## config.mk

```make
export PLATFORM = sky130hd
export DESIGN_NAME = lsu_flat
export DESIGN_NICKNAME = d
export VERILOG_FILES = /design/src/rtl/lsu_pkg.sv /design/src/rtl/lsu_if.sv /design/src/rtl/lsu_align.sv /design/src/rtl/lsu.sv /design/src/flat_wrapper.sv
export SDC_FILE = /design/constraint.sdc
export NUM_CORES = 1
export LEC_CHECK = 0
export ABC_CLOCK_PERIOD_IN_PS = 2900
export BUFFER_PORTS_ARGS = -buffer_cell sky130_fd_sc_hd__buf_2
export CORE_MARGIN = 2
export CORE_UTILIZATION = 48
export CTS_CLUSTER_DIAMETER = 40
export DETAILED_ROUTE_END_ITERATION = 12
export PLACE_DENSITY = 0.77
export RECOVER_POWER = 25
export SLEW_MARGIN = 10
export SYNTH_ARGS = -nofsm -noshare
export SYNTH_HDL_FRONTEND = slang
export SYNTH_SLANG_ARGS = --single-unit
```

## constraint.sdc

```tcl
create_clock -name clk -period 2.9 [get_ports clk]
set_clock_uncertainty 0.2 [all_clocks]
set_input_delay 0.145 -clock clk [delete_from_list [all_inputs] [get_ports clk]]
set_output_delay 0.145 -clock clk [all_outputs]
set_load 0.05 [all_outputs]
```

## src/rtl/lsu_pkg.sv

```systemverilog
// Shared types and constants for the load/store unit.
package lsu_pkg;

    localparam int unsigned XLEN   = 32;
    localparam int unsigned STRB_W = XLEN / 8;
    localparam int unsigned CNT_W  = 8;

    localparam logic [2:0] F3_B  = 3'b000;
    localparam logic [2:0] F3_H  = 3'b001;
    localparam logic [2:0] F3_W  = 3'b010;
    localparam logic [2:0] F3_BU = 3'b100;
    localparam logic [2:0] F3_HU = 3'b101;

    localparam logic [STRB_W-1:0] STRB_B = 4'b0001;
    localparam logic [STRB_W-1:0] STRB_H = 4'b0011;
    localparam logic [STRB_W-1:0] STRB_W_ALL = 4'b1111;

    typedef enum logic [1:0] {
        S_IDLE  = 2'd0,
        S_REQ   = 2'd1,
        S_RESP  = 2'd2,
        S_FAULT = 2'd3
    } state_e;

    typedef struct packed {
        logic              we;
        logic [XLEN-1:0]   addr;
        logic [XLEN-1:0]   wdata;
        logic [STRB_W-1:0] wstrb;
    } mem_req_t;

endpackage

```

## src/rtl/lsu_if.sv

```systemverilog
// Word-wide data-memory bus with req/ack handshake and byte strobes.
interface lsu_if;
    import lsu_pkg::*;

    logic              mem_req;
    logic              mem_we;
    logic [XLEN-1:0]   mem_addr;
    logic [XLEN-1:0]   mem_wdata;
    logic [STRB_W-1:0] mem_wstrb;
    logic              mem_ack;
    logic [XLEN-1:0]   mem_rdata;

    modport master (
        output mem_req, mem_we, mem_addr, mem_wdata, mem_wstrb,
        input  mem_ack, mem_rdata
    );

    modport slave (
        input  mem_req, mem_we, mem_addr, mem_wdata, mem_wstrb,
        output mem_ack, mem_rdata
    );

endinterface

```

## src/rtl/lsu_align.sv

```systemverilog
// Byte-lane steering: store strobes/data replication, access checks and load extraction.
module lsu_align
    import lsu_pkg::*;
(
    input  logic [1:0]        addr_lo_i,
    input  logic [2:0]        funct3_i,
    input  logic              is_load_i,
    input  logic              is_store_i,
    input  logic [XLEN-1:0]   wdata_i,
    input  logic [XLEN-1:0]   rdata_i,
    input  logic [1:0]        rd_lane_i,
    input  logic [2:0]        rd_funct3_i,
    output logic [STRB_W-1:0] wstrb_c_o,
    output logic [XLEN-1:0]   wdata_c_o,
    output logic              misaligned_c_o,
    output logic              illegal_c_o,
    output logic [XLEN-1:0]   rdata_ext_c_o
);

    logic       mis;
    logic       ill;
    logic [7:0]  byte_sel;
    logic [15:0] half_sel;

    // Request-side decode from the live address/funct3
    always_comb begin
        wstrb_c_o = '0;
        wdata_c_o = wdata_i;
        mis       = 1'b0;
        ill       = 1'b0;
        case (funct3_i)
            F3_B: begin
                wstrb_c_o = STRB_B << addr_lo_i;
                wdata_c_o = {4{wdata_i[7:0]}};
            end
            F3_H: begin
                wstrb_c_o = STRB_H << {addr_lo_i[1], 1'b0};
                wdata_c_o = {2{wdata_i[15:0]}};
                mis       = addr_lo_i[0];
            end
            F3_W: begin
                wstrb_c_o = STRB_W_ALL;
                mis       = |addr_lo_i;
            end
            F3_BU, F3_HU: begin
                ill = is_store_i;
                mis = (funct3_i == F3_HU) && addr_lo_i[0];
            end
            default: ill = 1'b1;
        endcase
        if (is_load_i && is_store_i) begin
            ill = 1'b1;
        end
        illegal_c_o    = ill;
        misaligned_c_o = mis && !ill;
    end

    // Response-side lane select using the latched address/funct3
    always_comb begin
        byte_sel = 8'(rdata_i >> {rd_lane_i, 3'b000});
        half_sel = rd_lane_i[1] ? rdata_i[31:16] : rdata_i[15:0];
        case (rd_funct3_i)
            F3_B:    rdata_ext_c_o = {{24{byte_sel[7]}}, byte_sel};
            F3_BU:   rdata_ext_c_o = {24'd0, byte_sel};
            F3_H:    rdata_ext_c_o = {{16{half_sel[15]}}, half_sel};
            F3_HU:   rdata_ext_c_o = {16'd0, half_sel};
            default: rdata_ext_c_o = rdata_i;
        endcase
    end

endmodule

```

## src/rtl/lsu.sv

```systemverilog
// Load/store unit: one data-memory transaction per accepted start, with fault and timeout traps.
module lsu
    import lsu_pkg::*;
#(
    parameter int unsigned TIMEOUT = 255
) (
    input  logic            clk,
    input  logic            rst_n,
    input  logic            start_i,
    input  logic            is_load_i,
    input  logic            is_store_i,
    input  logic [2:0]      funct3_i,
    input  logic [XLEN-1:0] address_i,
    input  logic [XLEN-1:0] rs2_val_i,
    output logic            busy_o,
    output logic            done_o,
    output logic [XLEN-1:0] load_data_o,
    output logic            misaligned_o,
    output logic            illegal_o,
    output logic            bus_err_o,
    lsu_if.master           mem
);

    localparam logic [CNT_W:0] TIMEOUT_LIM = TIMEOUT[CNT_W:0];

    state_e            state_q, state_d;
    mem_req_t          req_q, req_d;
    logic              mem_req_q, mem_req_d;
    logic [CNT_W-1:0]  cnt_q, cnt_d;
    logic [2:0]        funct3_q, funct3_d;
    logic [1:0]        lane_q, lane_d;
    logic              is_load_q, is_load_d;
    logic              busy_q, busy_d;
    logic              done_q, done_d;
    logic [XLEN-1:0]   load_data_q, load_data_d;
    logic              misaligned_q, misaligned_d;
    logic              illegal_q, illegal_d;
    logic              bus_err_q, bus_err_d;

    logic [STRB_W-1:0] wstrb_c;
    logic [XLEN-1:0]   wdata_c;
    logic              misaligned_c;
    logic              illegal_c;
    logic [XLEN-1:0]   rdata_ext_c;
    logic [CNT_W:0]    cnt_inc_c;
    logic              timeout_hit_c;

    lsu_align u_align (
        .addr_lo_i      (address_i[1:0]),
        .funct3_i       (funct3_i),
        .is_load_i      (is_load_i),
        .is_store_i     (is_store_i),
        .wdata_i        (rs2_val_i),
        .rdata_i        (mem.mem_rdata),
        .rd_lane_i      (lane_q),
        .rd_funct3_i    (funct3_q),
        .wstrb_c_o      (wstrb_c),
        .wdata_c_o      (wdata_c),
        .misaligned_c_o (misaligned_c),
        .illegal_c_o    (illegal_c),
        .rdata_ext_c_o  (rdata_ext_c)
    );

    // Expiry is judged on the count this wait cycle would reach
    assign cnt_inc_c     = {1'b0, cnt_q} + {{CNT_W{1'b0}}, 1'b1};
    assign timeout_hit_c = (TIMEOUT != 0) && (cnt_inc_c >= TIMEOUT_LIM);

    always_comb begin
        state_d      = state_q;
        req_d        = req_q;
        mem_req_d    = mem_req_q;
        cnt_d        = cnt_q;
        funct3_d     = funct3_q;
        lane_d       = lane_q;
        is_load_d    = is_load_q;
        busy_d       = busy_q;
        done_d       = 1'b0;
        load_data_d  = load_data_q;
        misaligned_d = misaligned_q;
        illegal_d    = illegal_q;
        bus_err_d    = bus_err_q;
        case (state_q)
            S_IDLE: begin
                if (start_i && (is_load_i || is_store_i)) begin
                    misaligned_d = misaligned_c;
                    illegal_d    = illegal_c;
                    bus_err_d    = 1'b0;
                    busy_d       = 1'b1;
                    funct3_d     = funct3_i;
                    lane_d       = address_i[1:0];
                    is_load_d    = is_load_i;
                    if (misaligned_c || illegal_c) begin
                        state_d = S_FAULT;
                        done_d  = 1'b1;
                    end else begin
                        state_d     = S_REQ;
                        mem_req_d   = 1'b1;
                        cnt_d       = '0;
                        req_d.we    = is_store_i;
                        req_d.addr  = {address_i[XLEN-1:2], 2'b00};
                        req_d.wdata = wdata_c;
                        req_d.wstrb = is_store_i ? wstrb_c : '0;
                    end
                end
            end
            S_REQ: begin
                if (mem.mem_ack) begin
                    state_d   = S_RESP;
                    mem_req_d = 1'b0;
                    done_d    = 1'b1;
                    if (is_load_q) begin
                        load_data_d = rdata_ext_c;
                    end
                end else if (timeout_hit_c) begin
                    state_d   = S_RESP;
                    mem_req_d = 1'b0;
                    done_d    = 1'b1;
                    bus_err_d = 1'b1;
                end else begin
                    cnt_d = (&cnt_q) ? cnt_q : cnt_inc_c[CNT_W-1:0];
                end
            end
            default: begin
                state_d = S_IDLE;
                busy_d  = 1'b0;
            end
        endcase
    end

    always_ff @(posedge clk or negedge rst_n) begin
        if (!rst_n) begin
            state_q      <= S_IDLE;
            req_q        <= '0;
            mem_req_q    <= 1'b0;
            cnt_q        <= '0;
            funct3_q     <= '0;
            lane_q       <= '0;
            is_load_q    <= 1'b0;
            busy_q       <= 1'b0;
            done_q       <= 1'b0;
            load_data_q  <= '0;
            misaligned_q <= 1'b0;
            illegal_q    <= 1'b0;
            bus_err_q    <= 1'b0;
        end else begin
            state_q      <= state_d;
            req_q        <= req_d;
            mem_req_q    <= mem_req_d;
            cnt_q        <= cnt_d;
            funct3_q     <= funct3_d;
            lane_q       <= lane_d;
            is_load_q    <= is_load_d;
            busy_q       <= busy_d;
            done_q       <= done_d;
            load_data_q  <= load_data_d;
            misaligned_q <= misaligned_d;
            illegal_q    <= illegal_d;
            bus_err_q    <= bus_err_d;
        end
    end

    assign mem.mem_req   = mem_req_q;
    assign mem.mem_we    = req_q.we;
    assign mem.mem_addr  = req_q.addr;
    assign mem.mem_wdata = req_q.wdata;
    assign mem.mem_wstrb = req_q.wstrb;

    assign busy_o        = busy_q;
    assign done_o        = done_q;
    assign load_data_o   = load_data_q;
    assign misaligned_o  = misaligned_q;
    assign illegal_o     = illegal_q;
    assign bus_err_o     = bus_err_q;

endmodule
```

## src/flat_wrapper.sv

```systemverilog
// flat-port wrapper written by rule: the top's interface ports become plain ports
module lsu_flat import lsu_pkg::*;
#(
    parameter int unsigned TIMEOUT = 255
)
  (clk, rst_n, start_i, is_load_i, is_store_i, funct3_i, address_i, rs2_val_i, busy_o, done_o, load_data_o, misaligned_o, illegal_o, bus_err_o, mem_mem_req, mem_mem_we, mem_mem_addr, mem_mem_wdata, mem_mem_wstrb, mem_mem_ack, mem_mem_rdata);
  lsu_if mem_i ();
  input  logic clk;
  input  logic rst_n;
  input  logic start_i;
  input  logic is_load_i;
  input  logic is_store_i;
  input  logic [2:0] funct3_i;
  input  logic [XLEN-1:0] address_i;
  input  logic [XLEN-1:0] rs2_val_i;
  output logic busy_o;
  output logic done_o;
  output logic [XLEN-1:0] load_data_o;
  output logic misaligned_o;
  output logic illegal_o;
  output logic bus_err_o;
  output wire logic [$bits(mem_i.mem_req)-1:0] mem_mem_req;
  output wire logic [$bits(mem_i.mem_we)-1:0] mem_mem_we;
  output wire logic [$bits(mem_i.mem_addr)-1:0] mem_mem_addr;
  output wire logic [$bits(mem_i.mem_wdata)-1:0] mem_mem_wdata;
  output wire logic [$bits(mem_i.mem_wstrb)-1:0] mem_mem_wstrb;
  input wire logic [$bits(mem_i.mem_ack)-1:0] mem_mem_ack;
  input wire logic [$bits(mem_i.mem_rdata)-1:0] mem_mem_rdata;
  assign mem_mem_req = mem_i.mem_req;
  assign mem_mem_we = mem_i.mem_we;
  assign mem_mem_addr = mem_i.mem_addr;
  assign mem_mem_wdata = mem_i.mem_wdata;
  assign mem_mem_wstrb = mem_i.mem_wstrb;
  assign mem_i.mem_ack = mem_mem_ack;
  assign mem_i.mem_rdata = mem_mem_rdata;
  lsu #(.TIMEOUT(TIMEOUT)) u_core (.clk(clk), .rst_n(rst_n), .start_i(start_i), .is_load_i(is_load_i), .is_store_i(is_store_i), .funct3_i(funct3_i), .address_i(address_i), .rs2_val_i(rs2_val_i), .busy_o(busy_o), .done_o(done_o), .load_data_o(load_data_o), .misaligned_o(misaligned_o), .illegal_o(illegal_o), .bus_err_o(bus_err_o), .mem(mem_i));
endmodule
```

== Word-level counts from Yosys, hierarchy flattened ==
Index checks and enable logic that the tools add are counted.
Word-level totals
  logic and storage cells: 96
  input bits: 105
  flip-flop bits (word level): 121
  output and inout bits: 107
Operators by class
  add/subtract/negate cells: 1
  equal/unequal tests: 15
  muxes and demuxes: 35
  reductions and logical operators: 23
  shift-type cells: 3
  order comparisons: 1
  bitwise operators: 2
Operator list (count)
  one-hot mux 32 bit (4 select lines): 1
  one-hot mux 32 bit (2 select lines): 1
  2-to-1 mux 8 bit: 5
  right shift 32 x 5 -> 8 bit: 1
  2-to-1 mux 16 bit: 1
  one-hot mux 8 bit (2 select lines): 1
  2-to-1 mux 1 bit: 13
  equality test 3 bit (second input constant): 4
  one-hot mux 4 bit (3 select lines): 1
  one-hot mux 1 bit (2 select lines): 5
  adder 8 x 1 -> 9 bit (second input constant): 1
  >= comparator 9 x 8 -> 1 bit (second input constant): 1
  2-to-1 mux 2 bit: 4
  inequality test 2 bit (second input constant): 4
  AND reduction 4 bit: 2
  AND reduction 8 bit: 1
  equality test 3 x 1 -> 1 bit (second input constant): 2
  logical NOT 3 bit: 2
  AND reduction 2 bit: 3
  AND reduction 3 bit: 2
  AND reduction 6 bit: 1
  logical AND 1 bit: 4
  2-to-1 mux 4 bit: 1
  inequality test 2 x 1 -> 1 bit (second input constant): 2
  other kinds (14): 17

== Logic depth before layout (Yosys ltp) ==
  depth after elaboration: 10
  gate-level depth with buffers: 9
  gate-level depth less buffers: 7

== Cells and area by module ==
From an unflattened synthesis, not the netlist that was laid out.
Second synthesis, totals
  cell total of the unflattened synthesis: 648
  area total of the unflattened synthesis: 6030.8 um^2
Modules (own cells, without submodules)
  lsu: seq. area each 3027.9 um^2, area each 4749.6 um^2, cells each 452, times used 1
  lsu_align: seq. area each 0.0 um^2, area each 1281.2 um^2, cells each 196, times used 1

== Least setup slack after synthesis ==
OpenSTA, ideal clock, no wires.
  path kind: reg-to-reg
  from: register u_core.cnt_q[0]
  to: register u_core.cnt_q[6]
  clock period less this slack: 2.226 ns
  setup slack: 0.674 ns
  path buffers: 1
  required time: 2.582 ns
  stages on the path, launching flop included: 9
  setup time: 0.118 ns
  arrival time: 1.908 ns
  cells stage by stage: dfrtp_1 inv_1 ha_1 o21ba_2 a2111o_1 o2111ai_4 buf_6 a21oi_1 a21o_1
Between the ends
  word-level cells in the longest chain between the ends: 5
  elaborated cells on any way between the ends: 10
  classes of those cells: 1 x add/sub; 1 x order compare; 2 x eq/ne; 4 x mux; 2 x reduce/logical
RTL lines
  start: declaration: RTL line lsu.sv:29  | logic [CNT_W-1:0] cnt_q, cnt_d;
  start signal: assignment: RTL line lsu.sv:149  | cnt_q <= cnt_d;
  branches (longest 5 deep; another with adder 8 x 1 -> 9 bit)
Several ways; the timed one is not identified. The select of a mux whose other input is x is not followed.
A chain may end at the register's enable or synchronous reset.

== Worst setup path in the final report ==
  from: input port funct3_i[1]
  to: register u_core.req_q, in the netlist u_core.mem.mem_wdata[27]
Between the ends
  word-level cells in the longest chain between the ends: 9
  elaborated cells on any way between the ends: 17
  classes of those cells: 4 x eq/ne; 4 x mux; 1 x bitwise; 8 x reduce/logical
RTL lines
  start: declaration: RTL line flat_wrapper.sv:13  | input logic [2:0] funct3_i;
  equality test 3 x 2 -> 1 bit (tied with other cells): RTL line lsu_align.sv:31  | case (funct3_i)
  OR reduction 3 bit (no line) or OR reduction 2 bit (tied branches)
  one-hot mux 1 bit (2 select lines): RTL line lsu_align.sv:31
  2-to-1 mux 1 bit: RTL line lsu_align.sv:51  | if (is_load_i && is_store_i) begin
  logical NOT 1 bit: RTL line lsu_align.sv:55  | misaligned_c_o = mis && !ill;
  logical AND 1 bit: RTL line lsu_align.sv:55
  logical OR 1 bit: RTL line lsu.sv:92  | if (misaligned_c || illegal_c) begin
  NOT 1 bit (no line)
  AND reduction 3 bit (no line)
  end signal: assignment: RTL line lsu.sv:147  | req_q <= req_d;
  end: declaration: RTL line lsu.sv:27  | mem_req_t req_q, req_d;
Several ways; a longest one is shown, not always the timed one.

==> key figures <==
Run status
  • Outcome: finished clean

STA
  • Final Max Tran Viols: 0
  • Fin crit period: 2570 ps
  • RSZ-0062 raised after global routing: no
  • Period utilisation layout: 0.885
  • Final setup viols: 0
  • Setup TNS: 0 ps
  • Final hold violations: 0
  • Fmax achieved: 389 MHz
  • Rel. slew slack: 0.0270
  • Worst Max-Slew Pin Slew: 1460 ps

Logic synthesis
  • Top cells by area, synth: dfrtp_1 54%, nand2_1 14%, o21ai_0 5.9%, mux2i_1 4.8%, a21oi_1 3.8%
  • Synth Area in Adders: 0.00445
  • Compound-cell area share of the yosys netlist: 0.140
  • Post-synthesis sequential area ratio: 0.538
  • Most frequent cells after synthesis: 213 x nand2_1, 121 x dfrtp_1, 66 x o21ai_0, 43 x a21oi_1, 34 x nor2_1
  • Synth unique cells: 48
  • Ys Warns: 0
  • Syn Area/Cell: 8.99 sq um
  • Post-Synth Simple-Gate Area: 0.208
  • Syn Std Cell Area: 5630 sq um
  • Ys flop type: dfrtp_1
  • Synth top area share: 0.538
  • EDFF count, synth: 0
  • Largest family of logic cells by synthesized area: simple AND/OR/NAND/NOR gates
  • Gate Count Post-Synth: 626
  • Ys async rst share: 1.00
  • Top-count cell post-synth: nand2_1
  • Synth area leader: dfrtp_1
  • Multiplexer area fraction after synthesis: 0.0661
  • Xor/xnor share of the synthesized area: 0.00156
  • Seq cells post-synth: 121

Pwr
  • Leakage Power: 4.21 nW
  • Peak supply drop: 0.906 mV
  • Cell area power density: 1200 nW/um^2
  • Design Power: 10.0 mW

Routing
  • DRC Markers: 0
  • DR pass1 iterations: 5
  • Vias post-DR: 5991
  • Avg WL per Cell: 17.7 microns
  • Final ANT Viol Nets: 0
  • Via density: 5.50
  • Routed wire length: 19300 microns
  • 1st-iter DRT viols: 625

Floorplanning
  • # rows: 39
  • IO Count: 212
  • Initial cell density of the core: 0.493
  • Die Height: 112 microns
  • Core area: 11400 sq um
  • Full die area: 12600 sq um
  • Die W: 112 microns

Clock tree
  • H-Tree Depth: 4
  • CTS tree: yes
  • CTS sink cnt: 121
  • Clk pin slew, worst setup/hold paths: 50 ps
  • Post-CTS Setup Repair Bufs: 0
  • CTS buffer count: 17
  • CTS Buffer Depth: 2
  • Clock root cell: clkbuf_16
  • Worst skew pair latency: 410 ps

Setup path
  • Crit path capture type: flop
  • WS Path Type: input pin to flop
  • Crit-path cells: dlygate4sd3_1, buf_2, nor2_2, buf_4, o21ai_0, dlygate4sd3_1, o21ai_0
  • R2R cell count: 7
  • Slowest cell on the critical path: nor2_2
  • Worst setup SP type: input pin
  • Critical path peak fanout: 18
  • R2r setup slk: 360 ps
  • Required time worst endpoint: 3030 ps
  • Worst R2R Start: u_core.cnt_q[0]$_DFFE_PN0P_
  • Crit path largest cell delay: 730 ps
  • Reg2Reg Capture Point: u_core.cnt_q[4]$_DFFE_PN0P_
  • Worst EP arrival: 2690 ps

Final layout
  • Layout area overhead: 48.9%
  • Post-route cell area: 8380 sq um
  • FF+latch area: 3030 sq um
  • Post-layout net count: 1042
  • Area of the multi-input gates: 2380 sq um
  • Ratio of cells with drive above 1 in the final layout: 0.251
  • Layout fillers: 770
  • N_diodes: 0
  • Util after Layout: 0.734

Place
  • Dpl hpwl: 11500 microns
  • Dpl cell area: 6760 sq um
  • Port-buffer cells: 209
  • GP Congestion: 0.903

Global routing
  • Largest net degree at the start of global routing: 96
  • Grt ovf: 0
  • Initial antenna violation count: 0
  • Number of global-route vias before repair: 6295
  • First-pass GRT wire length: 31100 microns
  • Global Route Usage Sum: 0.311

Hold path
  • Hold_sp: start_i
  • Worst Hold Class: input pin to flop
  • Hold Path Sink: u_core.lane_q[0]$_DFFE_PN0P_
  • Hold depth: 4

Run
  • Max cap viols: 0
-- kinds of logic after synthesis --
| logic type | count (synthesis) |
|---|---|
| simple gates | 285 |
| compound gates | 137 |
| flops | 121 |
| buf+inv | 44 |
| mux | 35 |
| fa+ha+maj | 2 |
| other cells | 1 |
| xor+xnor | 1 |
-- stage by stage --
stage	instances	hold WS (ps)	setup slack [ps]
6_report	1090	38.6	332
5_1_grt	1090	60.5	234
4_1_cts	1090	2.43	362
3_5_place_dp	953	53.9	362
3_3_place_gp	953	45.3	501
2_1_floorplan	627	-351	674
-- layer usage --
layer	track usage	routed length (microns)	share of wire
met3	0.0913	1660	0.086
met2	0.539	9560	0.49
met1	0.361	7390	0.38
met4	0.135	704	0.036
met5	0	0	0
-- layout by cell type, fill, tap and decap left out, types with 3 or more instances in the layout --
cell,instances
dfrtp_1,121
a21o_1,5
inv_1,6
clkbuf_1,34
buf_2,179
dlygate4sd3_1,106
mux2_2,7
bufinv_16,3
buf_4,10
o21ai_0,66
a21oi_1,43
clkbuf_8,3
nor2_1,33
nand2_1,213
clkbuf_16,17
o31ai_1,4
nand2b_1,7
or3_1,4
nor3_2,3
mux2i_1,27
nand3_1,12
-- worst max path at each step --
stage                                      startpoint                                    to  slack, ps  cells past startpoint
after CTS                 u_core.cnt_q[0]$_DFFE_PN0P_           u_core.cnt_q[4]$_DFFE_PN0P_        360                      7
after global routing      u_core.cnt_q[0]$_DFFE_PN0P_           u_core.cnt_q[4]$_DFFE_PN0P_        230                      7
after detailed placement  u_core.cnt_q[0]$_DFFE_PN0P_           u_core.cnt_q[4]$_DFFE_PN0P_        360                      7
after floorplan           u_core.cnt_q[0]$_DFFE_PN0P_           u_core.cnt_q[6]$_DFFE_PN0P_        670                      8
after global placement    u_core.cnt_q[0]$_DFFE_PN0P_           u_core.cnt_q[4]$_DFFE_PN0P_        500                      7
final                                     funct3_i[1]  u_core.mem.mem_wdata[27]$_DFFE_PN0P_        330                      7
-- power breakdown --
part	total, mW	internal, mW	switching [mW]
Combinational	4.94	1.15	3.79
Clock	2.14	1.41	0.731
Sequential	2.95	2.43	0.518
-- flip-flops by register name (all words and copies together), names as in the netlist, 2 cells and up --
signal,cells
u_core.load_data_o,32
u_core.mem.mem_wdata,32
u_core.mem.mem_addr,30
u_core.cnt_q,8
u_core.mem.mem_wstrb,4
u_core.funct3_q,3
u_core.lane_q,2
u_core.state_q,2
-- final cells by class --
type                            instances  area share
Clock inverter                          7      0.0139
Inverter                                6     0.00269
Tap cell                              143      0.0214
Multi-Input combinational cell        462       0.284
Sequential cell                       121       0.361
Clock buffer                           24      0.0575
Timing Repair Buffer                  327       0.259
-- critical path, delay by kind of cell --
family	cells	cell delay, ps
compound gates	2	240
buf+inv	4	1580
simple gates	1	730
-- what timing repair did --
| action | CTS | global route |
|---|---|---|
| gates resized for setup | 0 | 0 |
| hold buffers | 106 | 0 |
| endpoints found under the hold margin | 164 | 0 |
Power figures use the tool's default switching activity.
